===== src/rtl/aes_arb_pkg.sv =====
// Shared types and constants for the AES job arbiter: FSM states, legal key-size
// codes and the timeout-counter width derivation.
package aes_arb_pkg;

    typedef enum logic [1:0] {
        IDLE  = 2'd0,
        ISSUE = 2'd1,
        BUSY  = 2'd2,
        RESP  = 2'd3
    } arbState_t;

    localparam int DATA_W = 128;

    localparam logic [2:0] KEY_SIZE_128 = 3'b100;
    localparam logic [2:0] KEY_SIZE_192 = 3'b010;
    localparam logic [2:0] KEY_SIZE_256 = 3'b001;

    localparam int DEFAULT_TIMEOUT_CYCLES = 1024;

    // The counter runs 0..cycles-1 while BUSY, so clog2(cycles) bits are enough.
    function automatic int timeoutCntWidth(input int cycles);
        return (cycles > 1) ? $clog2(cycles) : 1;
    endfunction

    function automatic logic isLegalKeySize(input logic [2:0] keySize);
        return (keySize == KEY_SIZE_128) || (keySize == KEY_SIZE_192) ||
               (keySize == KEY_SIZE_256);
    endfunction

endpackage


===== src/rtl/aes_job_arbiter_if.sv =====
// Request, response and core-side signals of the AES job arbiter.
// master = requesters plus AES core environment, slave = the arbiter.
interface aes_job_arbiter_if;
    import aes_arb_pkg::*;

    logic [1:0]        reqValid;
    logic [1:0]        reqReady;
    logic [1:0]        reqEncOrDec;
    logic [2:0]        reqKeySize0;
    logic [2:0]        reqKeySize1;
    logic [DATA_W-1:0] reqMessage0;
    logic [DATA_W-1:0] reqMessage1;

    logic              coreStart;
    logic              coreEncOrDec;
    logic [2:0]        coreKeySize;
    logic [DATA_W-1:0] coreMessageIn;
    logic              coreDone;
    logic [DATA_W-1:0] coreMessageOut;

    logic [1:0]        rspValid;
    logic [1:0]        rspReady;
    logic [DATA_W-1:0] rspMessage;
    logic              rspError;
    logic              busy;

    modport master (
        output reqValid, reqEncOrDec, reqKeySize0, reqKeySize1, reqMessage0, reqMessage1,
        output coreDone, coreMessageOut, rspReady,
        input  reqReady, coreStart, coreEncOrDec, coreKeySize, coreMessageIn,
        input  rspValid, rspMessage, rspError, busy
    );

    modport slave (
        input  reqValid, reqEncOrDec, reqKeySize0, reqKeySize1, reqMessage0, reqMessage1,
        input  coreDone, coreMessageOut, rspReady,
        output reqReady, coreStart, coreEncOrDec, coreKeySize, coreMessageIn,
        output rspValid, rspMessage, rspError, busy
    );

endinterface


===== src/rtl/aes_rr_arbiter.sv =====
// Two-way round-robin selector: a lone requester wins; on a tie the requester
// that did not win last time gets the grant.
module aes_rr_arbiter (
    input  logic [1:0] reqValid,
    input  logic       lastGrant,
    output logic [1:0] grant
);

    always_comb begin
        grant = 2'b00;
        case (reqValid)
            2'b01:   grant = 2'b01;
            2'b10:   grant = 2'b10;
            2'b11:   grant = lastGrant ? 2'b01 : 2'b10;
            default: grant = 2'b00;
        endcase
    end

endmodule


===== src/rtl/aes_job_arbiter.sv =====
// Shares one AES core between two requesters, one job in flight at a time.
// Optional BUSY watchdog enabled by defining AES_ARB_TIMEOUT_EN.
module aes_job_arbiter
    import aes_arb_pkg::*;
#(
    parameter int TIMEOUT_CYCLES = DEFAULT_TIMEOUT_CYCLES
) (
    input  logic             clock,
    input  logic             reset,
    aes_job_arbiter_if.slave bus
);

    arbState_t         state;
    arbState_t         stateNext;
    logic              lastGrant;
    logic              owner;
    logic [1:0]        grant;
    logic [1:0]        ownerMask;
    logic              accept;
    logic              keyLegal;
    logic              timeoutHit;
    logic              encOrDecQ;
    logic [2:0]        keySizeQ;
    logic [DATA_W-1:0] messageQ;
    logic [DATA_W-1:0] rspMessageQ;
    logic              rspErrorQ;

    if (TIMEOUT_CYCLES < 1) begin : gBadTimeout
        $error("TIMEOUT_CYCLES must be at least 1");
    end

    aes_rr_arbiter uArb (
        .reqValid (bus.reqValid),
        .lastGrant(lastGrant),
        .grant    (grant)
    );

    assign accept    = (state == IDLE) && (grant != 2'b00);
    assign keyLegal  = isLegalKeySize(keySizeQ);
    assign ownerMask = owner ? 2'b10 : 2'b01;

`ifdef AES_ARB_TIMEOUT_EN
    localparam int CNT_W = timeoutCntWidth(TIMEOUT_CYCLES);

    logic [CNT_W-1:0] timeoutCnt;

    // Held at zero outside BUSY, so every BUSY visit starts counting from zero.
    always_ff @(posedge clock) begin
        if (reset || (state != BUSY)) begin
            timeoutCnt <= '0;
        end else begin
            timeoutCnt <= timeoutCnt + CNT_W'(1);
        end
    end

    assign timeoutHit = (state == BUSY) && (timeoutCnt == CNT_W'(TIMEOUT_CYCLES - 1));
`else
    assign timeoutHit = 1'b0;
`endif

    always_ff @(posedge clock) begin
        if (reset) begin
            state <= IDLE;
        end else begin
            state <= stateNext;
        end
    end

    always_comb begin
        stateNext     = state;
        bus.reqReady  = 2'b00;
        bus.coreStart = 1'b0;
        bus.rspValid  = 2'b00;
        bus.busy      = 1'b1;
        case (state)
            IDLE: begin
                bus.reqReady = grant;
                bus.busy     = 1'b0;
                if (accept) stateNext = ISSUE;
            end
            ISSUE: begin
                bus.coreStart = keyLegal;
                stateNext     = keyLegal ? BUSY : RESP;
            end
            BUSY: begin
                if (bus.coreDone || timeoutHit) stateNext = RESP;
            end
            RESP: begin
                bus.rspValid = ownerMask;
                if ((bus.rspReady & ownerMask) != 2'b00) stateNext = IDLE;
            end
            default: stateNext = IDLE;
        endcase
    end

    always_ff @(posedge clock) begin
        if (reset) begin
            lastGrant   <= 1'b1;
            owner       <= 1'b0;
            encOrDecQ   <= 1'b0;
            keySizeQ    <= '0;
            messageQ    <= '0;
            rspMessageQ <= '0;
            rspErrorQ   <= 1'b0;
        end else begin
            case (state)
                IDLE: begin
                    if (accept) begin
                        owner     <= grant[1];
                        lastGrant <= grant[1];
                        encOrDecQ <= bus.reqEncOrDec[grant[1]];
                        keySizeQ  <= grant[1] ? bus.reqKeySize1 : bus.reqKeySize0;
                        messageQ  <= grant[1] ? bus.reqMessage1 : bus.reqMessage0;
                    end
                end
                ISSUE: begin
                    if (!keyLegal) begin
                        rspMessageQ <= '0;
                        rspErrorQ   <= 1'b1;
                    end
                end
                BUSY: begin
                    if (bus.coreDone) begin
                        rspMessageQ <= bus.coreMessageOut;
                        rspErrorQ   <= 1'b0;
                    end else if (timeoutHit) begin
                        rspMessageQ <= '0;
                        rspErrorQ   <= 1'b1;
                    end
                end
                default: ;
            endcase
        end
    end

    assign bus.coreEncOrDec  = encOrDecQ;
    assign bus.coreKeySize   = keySizeQ;
    assign bus.coreMessageIn = messageQ;
    assign bus.rspMessage    = rspMessageQ;
    assign bus.rspError      = rspErrorQ;

endmodule


===== src/flat_wrapper.sv =====
// flat-port wrapper written by rule: the top's interface ports become plain ports
module aes_job_arbiter_flat import aes_arb_pkg::*;
#(
    parameter int TIMEOUT_CYCLES = DEFAULT_TIMEOUT_CYCLES
)
  (clock, reset, bus_reqValid, bus_reqEncOrDec, bus_reqKeySize0, bus_reqKeySize1, bus_reqMessage0, bus_reqMessage1, bus_coreDone, bus_coreMessageOut, bus_rspReady, bus_reqReady, bus_coreStart, bus_coreEncOrDec, bus_coreKeySize, bus_coreMessageIn, bus_rspValid, bus_rspMessage, bus_rspError, bus_busy);
  aes_job_arbiter_if bus_i ();
  input  logic clock;
  input  logic reset;
  input wire logic [$bits(bus_i.reqValid)-1:0] bus_reqValid;
  input wire logic [$bits(bus_i.reqEncOrDec)-1:0] bus_reqEncOrDec;
  input wire logic [$bits(bus_i.reqKeySize0)-1:0] bus_reqKeySize0;
  input wire logic [$bits(bus_i.reqKeySize1)-1:0] bus_reqKeySize1;
  input wire logic [$bits(bus_i.reqMessage0)-1:0] bus_reqMessage0;
  input wire logic [$bits(bus_i.reqMessage1)-1:0] bus_reqMessage1;
  input wire logic [$bits(bus_i.coreDone)-1:0] bus_coreDone;
  input wire logic [$bits(bus_i.coreMessageOut)-1:0] bus_coreMessageOut;
  input wire logic [$bits(bus_i.rspReady)-1:0] bus_rspReady;
  output wire logic [$bits(bus_i.reqReady)-1:0] bus_reqReady;
  output wire logic [$bits(bus_i.coreStart)-1:0] bus_coreStart;
  output wire logic [$bits(bus_i.coreEncOrDec)-1:0] bus_coreEncOrDec;
  output wire logic [$bits(bus_i.coreKeySize)-1:0] bus_coreKeySize;
  output wire logic [$bits(bus_i.coreMessageIn)-1:0] bus_coreMessageIn;
  output wire logic [$bits(bus_i.rspValid)-1:0] bus_rspValid;
  output wire logic [$bits(bus_i.rspMessage)-1:0] bus_rspMessage;
  output wire logic [$bits(bus_i.rspError)-1:0] bus_rspError;
  output wire logic [$bits(bus_i.busy)-1:0] bus_busy;
  assign bus_i.reqValid = bus_reqValid;
  assign bus_i.reqEncOrDec = bus_reqEncOrDec;
  assign bus_i.reqKeySize0 = bus_reqKeySize0;
  assign bus_i.reqKeySize1 = bus_reqKeySize1;
  assign bus_i.reqMessage0 = bus_reqMessage0;
  assign bus_i.reqMessage1 = bus_reqMessage1;
  assign bus_i.coreDone = bus_coreDone;
  assign bus_i.coreMessageOut = bus_coreMessageOut;
  assign bus_i.rspReady = bus_rspReady;
  assign bus_reqReady = bus_i.reqReady;
  assign bus_coreStart = bus_i.coreStart;
  assign bus_coreEncOrDec = bus_i.coreEncOrDec;
  assign bus_coreKeySize = bus_i.coreKeySize;
  assign bus_coreMessageIn = bus_i.coreMessageIn;
  assign bus_rspValid = bus_i.rspValid;
  assign bus_rspMessage = bus_i.rspMessage;
  assign bus_rspError = bus_i.rspError;
  assign bus_busy = bus_i.busy;
  aes_job_arbiter #(.TIMEOUT_CYCLES(TIMEOUT_CYCLES)) u_core (.clock(clock), .reset(reset), .bus(bus_i));
endmodule

===== config.mk =====
export PLATFORM = sky130hd
export DESIGN_NAME = aes_job_arbiter_flat
export DESIGN_NICKNAME = d
export VERILOG_FILES = /design/src/rtl/aes_arb_pkg.sv /design/src/rtl/aes_job_arbiter_if.sv /design/src/rtl/aes_rr_arbiter.sv /design/src/rtl/aes_job_arbiter.sv /design/src/flat_wrapper.sv
export SDC_FILE = /design/constraint.sdc
export NUM_CORES = 1
export LEC_CHECK = 0
export ABC_CLOCK_PERIOD_IN_PS = 2300
export BUFFER_PORTS_ARGS = -buffer_cell sky130_fd_sc_hd__buf_2
export CORE_AREA = 2 2 262 264
export CTS_CLUSTER_SIZE = 40
export DETAILED_ROUTE_END_ITERATION = 6
export DIE_AREA = 0 0 264 266
export SLEW_MARGIN = 20
export SYNTH_ARGS = -nofsm -noshare
export SYNTH_HDL_FRONTEND = slang
export SYNTH_HIERARCHICAL = 1
export SYNTH_SLANG_ARGS = --single-unit

===== constraint.sdc =====
create_clock -name clock -period 2.3 [get_ports clock]
set_input_delay 0.46 -clock clock [delete_from_list [all_inputs] [get_ports clock]]
set_output_delay 0.46 -clock clock [all_outputs]
set_load 0.01 [all_outputs]

Word-level counts from Yosys, hierarchy flattened:

Cells that the tools add are included.

* magnitude comparators: 1
* multiplexer cells: 22
* add/subtract/negate cells: 0
* reductions and logical operators: 10
* bitwise logic cells: 1
* eq/ne operators: 13
* div/mod/pow operators: 0
* $mul: 0
* shift-type cells: 0

Operators with widths (count)
* $mux W128: 3
* $pmux W128 S2: 1
* $mux W2: 7
* $eq A2 B2 Y1 const B: 4
* $pmux W2 S4: 1
* $mux W1: 7
* $pmux W2 S3: 1
* $reduce_and A3 Y1: 2
* $reduce_bool A2 Y1: 3
* $eq A2 B1 Y1 const B: 2
* $ne A2 B1 Y1 const B: 2
* $ne A2 B2 Y1 const B: 2
* $eq A3 B1 Y1 const B: 1
* $eq A3 B2 Y1 const B: 1
* $eq A3 B3 Y1 const B: 1
* $mux W3: 1
* $and A2 B2 Y2: 1
* $logic_not A2 Y1: 1
* $logic_or A1 B1 Y1: 2
* $lt A1 B2 Y1 const B: 1
* $pmux W1 S2: 1
* $reduce_and A2 Y1: 1
* $logic_and A1 B1 Y1: 1

* bits in latches: 0
* logic and storage cells: 55
* bits in registers: 265
* output and inout port bits: 267
* bits in read-only memories: 0
* memory bits (writable): 0
* memories: 0

Logic depth before layout (Yosys ltp):

Gate-level depths: netlist (run 1).

* depth after elaboration: 6
* gate-level depth with buffers: 8
* mapped depth without buffers: 6

Hierarchy:

Netlist (run 1), hierarchy kept.

By module, submodules not included
* aes_job_arbiter: area an instance 11773.8 sq um, cells each 1200, times used 1
* aes_rr_arbiter: area an instance 18.8 sq um, cells each 3, times used 1

Worst setup path after synthesis (run 1):

No wires, ideal clock.

* kind: register -> register
* from: reg u_core.state[0]
* to: reg u_core.rspMessageQ[20] (netlist: u_core/bus.rspMessage[20])
* path buffers: 2
* library setup time: 143 ps
* cell stages (with the launch flop): 9
* required time: 2157 ps
* data arrival time: 1562 ps
* setup slack: 595 ps
* cell sequence: dfxtp_1 -> inv_1 -> ha_1 -> mux2_4 -> o211a_4 -> buf_12 -> buf_12 -> nand3_2 -> a21oi_2

* longest elaborated chain between the ends: 3
* elaborated cells on any way between the ends: 7
* those cells by class: eq/ne: 4; mux: 1; reduce/logical: 2

Ends and longest elaborated chain
* from (decl): RTL line aes_job_arbiter.sv:13 `arbState_t state;`
* from (signal assigned): RTL line aes_job_arbiter.sv:65 `state <= stateNext;`
* $eq A2 B1 Y1 or $eq A2 B2 Y1 (tied branches): RTL line aes_job_arbiter.sv:106 `case (state)`
* $ne A2 B2 Y1 (no source line) or $reduce_bool A2 Y1 (tied branches)
* $reduce_and A3 Y1 (no source line)
* to (signal assigned): RTL line aes_job_arbiter.sv:124 `rspMessageQ <= bus.coreMessageOut;`
* to (decl): RTL line aes_job_arbiter.sv:25 `logic [DATA_W-1:0] rspMessageQ;`

Several ways; a longest one is shown, not always the timed one.
A chain may end at the register's enable or synchronous reset.

Worst setup path in the final report (run 1):

* from: reg u_core.state[0]
* to: out bus_reqReady[1]

* longest elaborated chain between the ends: 2

Ends and longest elaborated chain
* $logic_not A2 Y1: RTL line aes_job_arbiter.sv:75 `case (state)`
* $mux W2: RTL line aes_job_arbiter.sv:75
* to (decl): RTL line flat_wrapper.sv:19 `output wire logic [$bits(bus_i.reqReady)-1:0] bus_reqReady;`

No other way between the ends.

==> results.py, run 1 <==
metrics = {
    "cts": {
        "insertion_delay_ns": 0.58,
        "root_buffer": "clkbuf_16",
        "ctsLongestPathBuffers": 3,
        "cts_tree": "built",
        "htree_levels": 1,
        "cts_buffers": 30,
        "path_clk_slew_ns": 0.06,
        "clkSinkCount": 265,
        "post_cts.repair.setup_buffers": 0,
    },
    "global_routing": {
        "grt_max_degree": 73,
        "grt_pass1_wl_um": 62100,
        "grt_pass1_vias": 10733,
        "grt_overflow_total": 0,
        "antenna_found_initial": 6,
        "grt_use_total": 0.111,
    },
    "placement": {
        "finalWeightedCongestion": 0.836,
        "placed_cells": 2709,
        "hpwl_um": 32600,
        "port_buffers": 665,
    },
    "final_layout": {
        "area_delta_synth_final_pct": 46.1,
        "final_cell_count_no_fill": 2760,
        "drive_gt1_frac": 0.524,
        "multi_input_area_mm2": 0.00577,
        "fillers": 7368,
        "final_nets": 2262,
        "seq_area_mm2": 0.00531,
    },
    "sta": {
        "finalSetupViolCount": 0,
        "max_freq_mhz": 467,
        "drv_slew": 0,
        "finalClockSkew_ns": 0.0287,
        "rsz0062_at_grt": "false",
        "slew_headroom": 0.379,
        "worstMarginPinSlew_ns": 0.927,
        "finalHoldViolCount": 0,
        "min_period_over_period": 0.931,
        "period_minus_slack_ns": 2.14,
        "setup_tns_ns": 0,
    },
    "setup_path": {
        "critPathKind": "reg -> out",
        "startpoint_type": "flop",
        "worstPathMaxFanout": 4,
        "worst_ep_arrival_time_ns": 1.68,
        "path_buf_inv": 2,
        "cp_cell_sequence": "inv_1, ha_2, and2_1, buf_2",
        "crit_slowest_cell": "dfxtp_1",
        "cp_data_required_time_ns": 1.84,
        "cp-end-kind": "output pin",
        "critPathMaxStageDelay_ns": 0.33,
        "crit_start": "u_core/state[0]$_SDFFE_PP0P_",
        "timing.rr.start": "u_core/state[1]$_SDFFE_PP0P_",
        "critPathTopFamily": "flip-flops",
    },
    "yosys": {
        "synth_most_common_cell": "dfxtp_1",
        "synth-edff-count": 0,
        "syn_area_mm2": 0.0118,
        "synth_flop_cell": "dfxtp_1",
        "synth_seq_cells": 265,
        "yosysWarningCount": 6,
        "async_flop_share": 0,
        "synthesis.nets": 1607,
        "ys_seq_area_frac": 0.450,
        "syn_avg_cell_area_um2": 9.80,
        "synth_common_cells": "dfxtp_1, nor2_1, a211oi_1, mux2i_1, nand2_1",
        "synth_area_leaders": "dfxtp_1, mux2i_1, nand3_2",
        "synth_top_area_frac": 0.450,
        "synth_area_leader_cell": "dfxtp_1",
        "syn_inst": 1203,
        "ys_types": 39,
    },
    "die": {
        "dieArea_mm2": 0.0702,
        "std_cell_rows": 96,
        "die_y_um": 266,
        "die_w_um": 264,
        "core_mm2": 0.0677,
        "initial_core_util": 0.174,
        "ios": 666,
    },
    "worst_hold_path": {
        "holdCritStartpoint": "bus_coreMessageOut[49]",
        "hp-class": "in -> reg",
    },
    "route": {
        "drc": 0,
        "num_vias": 11102,
        "vias_per_cell": 4.02,
        "ant_nets": 0,
        "firstDrtPassIters": 5,
        "routed_wl_um": 41800,
        "drt-initial-drc-count": 543,
        "wl_per_cell_um": 15.2,
    },
    "pwr": {
        "ir_drop_mv": 0.552,
        "design_power_total_mw": 19.0,
        "p_leak_nw": 7.39,
        "power_density_mw_per_mm2": 1100,
    },
    "status": {
        "status": "completed",
    },
    "run": {
        "drv_cap": 0,
    },
}
-- path summary, 6_finish.rpt --
path	end	slack, ns	cells after the start
worst max-delay path	bus_reqReady[1]	0.16	4
worst min-delay path	u_core/bus.rspMessage[49]$_SDFFE_PP0P_	0.12	3
worst max register to register	u_core/bus.rspMessage[125]$_SDFFE_PP0P_	0.18	7
worst min register to register	u_core/bus.rspMessage[8]$_SDFFE_PP0P_	0.45	2
-- power breakdown --
group / switching, mW / leakage, nW / total, mW / internal (mW)
clock: 1.92 / 0.461 / 4.59 / 2.67
combinational: 5.10 / 4.76 / 8.21 / 3.11
sequential: 0.549 / 2.17 / 6.21 / 5.67
total: 7.57 / 7.39 / 19.0 / 11.4
-- logic make-up after synthesis --
group / synth area share
adder cells (fa/ha/maj): 0.00531
AO/OA/AOI/OAI: 0.175
flip-flops: 0.450
multiplexers: 0.114
buffers and inverters: 0.0642
AND/OR/NAND/NOR: 0.190
XOR/XNOR: 0.00138
-- repair_timing --
item,in CTS,in global routing
hold buffers,0,0
endpoints found under the hold margin,0,0
setup endpoints to repair,1,2
gates resized for setup,1,3
-- placed cells by master (no fill, tap or decap), types with 16 or more instances in the layout --
cell type / synthesis / layout
buf_2: 45 / 664
dfxtp_1: 265 / 263
nor2_1: 137 / 136
mux2i_1: 133 / 133
a211oi_1: 133 / 133
nand2_1: 129 / 129
nand3_2: 100 / 100
a21oi_2: 90 / 90
buf_4: 16 / 57
a21oi_1: 39 / 39
clkbuf_16: 0 / 31
nand3_1: 28 / 28
buf_12: 11 / 16
-- worst min-delay path: cells and delay by family --
kind | cells | cell delay, ns
compound gates | 1 | 0.04
buf+inv | 1 | 0.10
simple gates | 1 | 0.05
-- through the flow --
step                utilization  hold WS (ns)  worst slack (ns)  cell area, um^2
floorplan                     -         0.453             0.595            11800
global placement          0.240         0.435             0.220            16300
detailed placement        0.240         0.442             0.177            16300
CTS                       0.254        0.0610            0.0450            17200
global route              0.254        0.0807            0.0130            17200
finish                    0.254         0.115             0.158            17200
-- final cells by class --
type                            instances  share of cell area
Clock inverter                          9             0.00421
Clock buffer                           42              0.0498
Sequential cell                       265               0.308
Tap cell                              882              0.0641
Multi-Input combinational cell        818               0.335
Inverter                                5             0.00109
Antenna cell                            1            0.000145
Timing Repair Buffer                  738               0.237
-- flip-flops by register name, indices dropped and copies added (netlist names) --
| register | cells |
|---|---|
| u_core/bus.coreEncOrDec | 1 |
| u_core/bus.coreKeySize | 3 |
| u_core/bus.coreMessageIn | 128 |
| u_core/bus.rspError | 1 |
| u_core/bus.rspMessage | 128 |
| u_core/lastGrant | 1 |
| u_core/owner | 1 |
| u_core/state | 2 |
-- per-layer routing --
layer	up-vias	global-route usage	part of all wire
met5	-	0	0.0013
met4	8	0.0364	0.032
met3	83	0.0287	0.067
met2	365	0.188	0.48
met1	5090	0.136	0.42
li1	5556	-	-
Power figures use the tool's default switching activity.
==> run 2, diff against run 1 <==
--- a/config.mk
+++ b/config.mk
@@ -7,10 +7,12 @@
 export LEC_CHECK = 0
 export ABC_CLOCK_PERIOD_IN_PS = 2300
 export BUFFER_PORTS_ARGS = -buffer_cell sky130_fd_sc_hd__buf_2
+export CAP_MARGIN = 20
 export CORE_AREA = 2 2 262 264
 export CTS_CLUSTER_SIZE = 40
 export DETAILED_ROUTE_END_ITERATION = 6
 export DIE_AREA = 0 0 264 266
+export REMOVE_ABC_BUFFERS = 1
 export SLEW_MARGIN = 20
 export SYNTH_ARGS = -nofsm -noshare
 export SYNTH_HDL_FRONTEND = slang
==> run 2 against run 1 <==
  * Largest power group unchanged
  * Final area increased by 0.12%
  * Combinational power up 1%
  * Core utilization hardly changed
  * Register-to-register slack got worse by 0.06 ns
  * Critical path depth unchanged
  * Hold slack better by 0.0033 ns
  * Highest routed layer unchanged
  * Maximum frequency down 2.9%
==> results.py, run 2 (synthesis gave the netlist of run 1 again) <==
metrics = {
    "placement": {
        "hpwl_um": 33000,
        "finalWeightedCongestion": 0.862,
        "placed_cells": 2691,
        "dpl_worst_slack_ns": 0.124,
        "port_buffers": 665,
        "placed_area_mm2": 0.0161,
    },
    "route": {
        "ant_nets": 0,
        "drt-initial-drc-count": 589,
        "wl_per_cell_um": 16.0,
        "routed_wl_um": 44000,
        "vias_per_cell": 4.00,
        "num_vias": 11004,
        "drc": 0,
        "firstDrtPassIters": 4,
    },
    "worst_hold_path": {
        "hp-class": "in -> reg",
        "holdCritStartpoint": "bus_coreMessageOut[78]",
    },
    "global_routing": {
        "grt_max_degree": 125,
        "antenna_found_initial": 8,
        "grt_use_total": 0.114,
        "grt_overflow_total": 0,
        "grt_pass1_vias": 10400,
        "grt_pass1_wl_um": 62900,
    },
    "sta": {
        "finalHoldViolCount": 0,
        "drv_slew": 0,
        "finalWorstSetupSlack_ns": 0.0944,
        "max_freq_mhz": 453,
        "worstMarginPinSlew_ns": 0.902,
        "min_period_over_period": 0.959,
        "setup_tns_ns": 0,
        "slew_headroom": 0.399,
        "period_minus_slack_ns": 2.21,
        "finalClockSkew_ns": 0.0111,
        "finalSetupViolCount": 0,
    },
    "cts": {
        "clkSinkCount": 265,
        "cts_tree": "built",
        "path_clk_slew_ns": 0.06,
        "htree_levels": 1,
        "cts_buffers": 31,
        "ctsLongestPathBuffers": 3,
        "insertion_delay_ns": 0.58,
        "cts.hold.buffers_added": 0,
        "root_buffer": "clkbuf_16",
    },
    "pwr": {
        "power_density_mw_per_mm2": 1130,
        "p_leak_nw": 7.37,
        "ir_drop_mv": 0.693,
    },
    "die": {
        "initial_core_util": 0.174,
        "dieArea_mm2": 0.0702,
        "core_mm2": 0.0677,
        "die_y_um": 266,
        "ios": 666,
        "std_cell_rows": 96,
        "die_w_um": 264,
    },
    "setup_path": {
        "worstPathMaxFanout": 5,
        "crit_start": "u_core/bus.coreKeySize[1]$_SDFFE_PP0P_",
        "critPathKind": "reg -> out",
        "critPathMaxStageDelay_ns": 0.41,
        "cp_cell_sequence": "or3b_1, o21ai_0, and2_1, buf_2",
        "cp-end-kind": "output pin",
        "timing.rr.start": "u_core/state[1]$_SDFFE_PP0P_",
        "startpoint_type": "flop",
        "worst_ep_arrival_time_ns": 1.75,
        "crit_slowest_cell": "dfxtp_1",
        "cp_data_required_time_ns": 1.84,
    },
    "final_layout": {
        "final_nets": 2251,
        "fin_util": 0.255,
        "finalInstanceArea_mm2": 0.0172,
        "drive_gt1_frac": 0.522,
        "final_common_cell": "buf_2",
        "final_cell_count_no_fill": 2754,
        "layout_common_cells": "buf_2, dfxtp_1, nor2_1",
        "area_delta_synth_final_pct": 46.2,
    },
    "status": {
        "status": "completed",
    },
    "run": {
        "drv_cap": 0,
    },
}
==> run 2: changes by cell type in the layout (fill, tap and decap cells not counted), moves of 4 or more <==
cell,change
clkinv_2,-5
clkbuf_8,+4
diode_2,+6
buf_4,-14
==> run 2: metrics by stage <==
step,power [mW],hold WS [ns]
2_1_floorplan,8.57,0.453
3_3_place_gp,14.4,0.436
3_5_place_dp,14.4,0.441
4_1_cts,19.4,0.0771
5_1_grt,20.6,0.0807
6_report,19.4,0.119
==> run 2: cell type report <==
class	instances	area, um^2
fill	7376	50500
multi-input combinational	819	5800
sequential	265	5310
timing repair buffer	725	4010
tap	882	1100
clock buffer	46	912
clock inverter	5	78.8
inverter	5	18.8
antenna	7	17.5
==> run 2: worst paths after layout <==
kind / cells past startpoint / slack [ns] / endpoint
max: 4 / 0.09 / bus_coreStart
min: 3 / 0.12 / u_core/bus.rspMessage[78]$_SDFFE_PP0P_
max reg2reg: 8 / 0.12 / u_core/bus.rspMessage[5]$_SDFFE_PP0P_
min reg2reg: 2 / 0.45 / u_core/bus.rspMessage[115]$_SDFFE_PP0P_
==> run 2: critical path: cells and delay by family, from the launching register on <==
kind	cells	cell delay (ns)
simple gates	2	0.55
flops	1	0.41
buf+inv	1	0.14
compound gates	1	0.08
==> run 2: repair_timing <==
item / 4_1_cts / 5_1_grt
resized for setup: 0 / 5
endpoints found under the setup margin: 0 / 10
buffers inserted: 0 / 3
==> run 2: layer usage <==
| metal | GRT usage | part of all wire | wire length, um | up-vias |
|---|---|---|---|---|
| li1 | - | - | - | 5549 |
| met1 | 0.143 | 0.43 | 19000 | 5029 |
| met2 | 0.186 | 0.47 | 20500 | 345 |
| met3 | 0.0344 | 0.074 | 3280 | 75 |
| met4 | 0.0356 | 0.027 | 1190 | 6 |
| met5 | 0 | 0.00077 | 34 | - |
==> run 2: power by group <==
part	switching, mW	internal [mW]	total [mW]
Combinational	5.15	3.14	8.29
Sequential	0.568	5.66	6.23
Clock	1.98	2.92	4.90
==> run 3, diff against run 2 <==
--- a/config.mk
+++ b/config.mk
@@ -9,11 +9,12 @@
 export BUFFER_PORTS_ARGS = -buffer_cell sky130_fd_sc_hd__buf_2
 export CAP_MARGIN = 20
 export CORE_AREA = 2 2 262 264
+export CTS_CLUSTER_DIAMETER = 30
 export CTS_CLUSTER_SIZE = 40
 export DETAILED_ROUTE_END_ITERATION = 6
 export DIE_AREA = 0 0 264 266
+export PLACE_DENSITY_LB_ADDON = 0.1
 export REMOVE_ABC_BUFFERS = 1
-export SLEW_MARGIN = 20
 export SYNTH_ARGS = -nofsm -noshare
 export SYNTH_HDL_FRONTEND = slang
 export SYNTH_HIERARCHICAL = 1
==> run 3 against run 2 <==
  * Register-to-register slack improved by 0.19 ns
  * Maximum frequency grew 2.5%
  * Core utilization grew 3.1 points
==> results.py, run 3 (synthesis gave the netlist of run 1 again) <==
metrics = {
    "status": {
        "status": "completed",
    },
    "cts": {
        "path_clk_slew_ns": 0.04,
        "cts_tree": "built",
        "clkSinkCount": 265,
        "insertion_delay_ns": 0.59,
        "ctsLongestPathBuffers": 3,
        "root_buffer": "clkbuf_16",
        "htree_levels": 3,
        "cts.hold.buffers_added": 0,
        "cts_buffers": 87,
    },
    "pwr": {
        "p_comb_frac": 0.317,
        "pwr-share-clk": 0.448,
        "ir_drop_mv": 0.629,
        "p_int_mw": 17.5,
        "seqPwrFrac": 0.235,
        "power_switching_mw": 9.21,
        "p_leak_nw": 8.40,
        "design_power_total_mw": 26.7,
        "netSwitchingFraction": 0.345,
        "power_density_mw_per_mm2": 1380,
    },
    "placement": {
        "placed_area_mm2": 0.0162,
        "dpl_worst_slack_ns": 0.296,
        "hpwl_um": 37600,
        "port_buffers": 665,
        "finalWeightedCongestion": 0.862,
        "placed_cells": 2695,
    },
    "sta": {
        "finalClockSkew_ns": 0.0223,
        "period_minus_slack_ns": 2.15,
        "finalWorstSetupSlack_ns": 0.147,
        "slew_headroom": 0.390,
        "holdWs_ns": 0.109,
        "worstMarginPinSlew_ns": 0.915,
        "finalHoldViolCount": 0,
        "finalSetupViolCount": 0,
        "drv_slew": 0,
        "rsz0062_at_grt": "false",
        "min_period_over_period": 0.936,
        "max_freq_mhz": 465,
    },
    "final_layout": {
        "seq_area_mm2": 0.00532,
        "drive_gt1_frac": 0.543,
        "final_nets": 2306,
        "layout_common_cells": "buf_2, dfxtp_1, nor2_1",
        "fillers": 7354,
        "multi_input_area_mm2": 0.00579,
        "final_common_cell": "buf_2",
        "final_cell_count_no_fill": 2858,
        "area_delta_synth_final_pct": 63.8,
        "finalInstanceArea_mm2": 0.0193,
    },
    "die": {
        "die_y_um": 266,
        "ios": 666,
        "dieArea_mm2": 0.0702,
        "die_w_um": 264,
        "core_mm2": 0.0677,
        "std_cell_rows": 96,
        "initial_core_util": 0.174,
    },
    "setup_path": {
        "critPathTopFamily": "simple AND/OR/NAND/NOR gates",
        "cp_data_required_time_ns": 1.84,
        "cp_cell_sequence": "or3b_1, o21ai_1, and2_4, buf_6",
        "critPathMaxStageDelay_ns": 0.39,
        "startpoint_type": "flop",
        "worst_ep_arrival_time_ns": 1.69,
        "crit_slowest_cell": "or3b_1",
        "rrSetupSlack_ns": 0.31,
        "timing.rr.start": "u_core/state[1]$_SDFFE_PP0P_",
        "r2r_cells": 8,
        "timing.rr.end": "u_core/bus.rspMessage[5]$_SDFFE_PP0P_",
        "cp-end-kind": "output pin",
        "critPathKind": "reg -> out",
        "worstPathMaxFanout": 5,
        "cp.depth": 4,
        "path_buf_inv": 1,
    },
    "route": {
        "routed_wl_um": 49500,
        "wl_per_cell_um": 17.3,
        "firstDrtPassIters": 4,
        "num_vias": 11450,
        "drc": 0,
        "ant_nets": 0,
        "drt-initial-drc-count": 354,
        "vias_per_cell": 4.01,
    },
    "global_routing": {
        "grt_overflow_total": 0,
        "grt_max_degree": 117,
        "antenna_found_initial": 2,
        "grt_use_total": 0.134,
        "grt_pass1_vias": 11722,
        "grt_pass1_wl_um": 72700,
    },
    "worst_hold_path": {
        "holdCritStartpoint": "bus_coreMessageOut[17]",
        "whs_endpoint": "u_core/bus.rspMessage[17]$_SDFFE_PP0P_",
        "whs_path_depth": 3,
        "hp-class": "in -> reg",
    },
    "run": {
        "drv_cap": 0,
    },
}
==> run 3: cell count changes in the layout (fill, tap and decap cells not counted), sizes merged <==
cell / before / now
clkinvlp: 0 / 2
o211a: 2 / 1
clkbuf: 47 / 132
inv: 5 / 7
clkinv: 3 / 18
bufinv: 2 / 7
buf: 724 / 725
diode: 7 / 2
==> run 3: power groups by stage <==
stage | registers [mW] | logic (mW) | clock network, mW
after floorplan | 5.74 | 2.83 | 0
after global routing | 6.42 | 9.26 | 12.5
after global placement | 6.32 | 8.57 | 0
after detailed placement | 6.33 | 8.60 | 0
after CTS | 6.27 | 8.61 | 12.2
final | 6.28 | 8.45 | 11.9
==> run 3: timing repair <==
item / CTS / global route
gates resized for setup: 2 / 10
setup buffers: 0 / 0
pin swaps: 0 / 2
endpoints found under the setup margin: 1 / 3
==> run 3: worst max path at each step <==
| stage | startpoint | endpoint | slack (ns) |
|---|---|---|---|
| after floorplan | bus_reqValid[1] | u_core/bus.coreEncOrDec$_SDFFE_PP0P_ | -21.39 |
| after global placement | bus_reqValid[0] | u_core/bus.coreMessageIn[107]$_SDFFE_PP0P_ | 0.32 |
| final | u_core/bus.coreKeySize[1]$_SDFFE_PP0P_ | bus_coreStart | 0.15 |
| after global routing | u_core/state[1]$_SDFFE_PP0P_ | bus_reqReady[1] | 0.01 |
| after CTS | u_core/state[1]$_SDFFE_PP0P_ | bus_reqReady[1] | 0.004 |
| after detailed placement | bus_reqValid[0] | u_core/bus.coreMessageIn[46]$_SDFFE_PP0P_ | 0.30 |
==> run 3: through the flow <==
stage | TNS (ns) | utilization
after global placement | 0 | 0.240
after CTS | 0 | 0.285
final | 0 | 0.285
after detailed placement | 0 | 0.240
after floorplan | -3448.20 | -
after global routing | 0 | 0.285
==> run 3: worst reg2reg max path, delay by kind of cell (launching register included) <==
kind | cells | cell delay (ns)
AOI/OAI and AO/OA | 2 | 0.40
adders and majority gates | 1 | 0.25
buffers and inverters | 3 | 0.56
DFF | 1 | 0.42
and+or+nand+nor | 2 | 0.29
==> run 3: final cells by class <==
| class | count | share of cell area |
|---|---|---|
| diodes | 2 | 0.000259 |
| multi-input cells | 818 | 0.300 |
| clock inverters | 29 | 0.0197 |
| flip-flops and latches | 265 | 0.275 |
| inverters | 5 | 0.000971 |
| repair buffers | 725 | 0.210 |
| well taps | 882 | 0.0571 |
| clock buffers | 132 | 0.137 |
==> run 3: routing by layer <==
layer	up-vias	track usage	share of wire
li1	5706	-	-
met1	5310	0.147	0.39
met2	338	0.247	0.53
met3	96	0.0357	0.053
met4	0	0.0518	0.028
met5	-	0	0
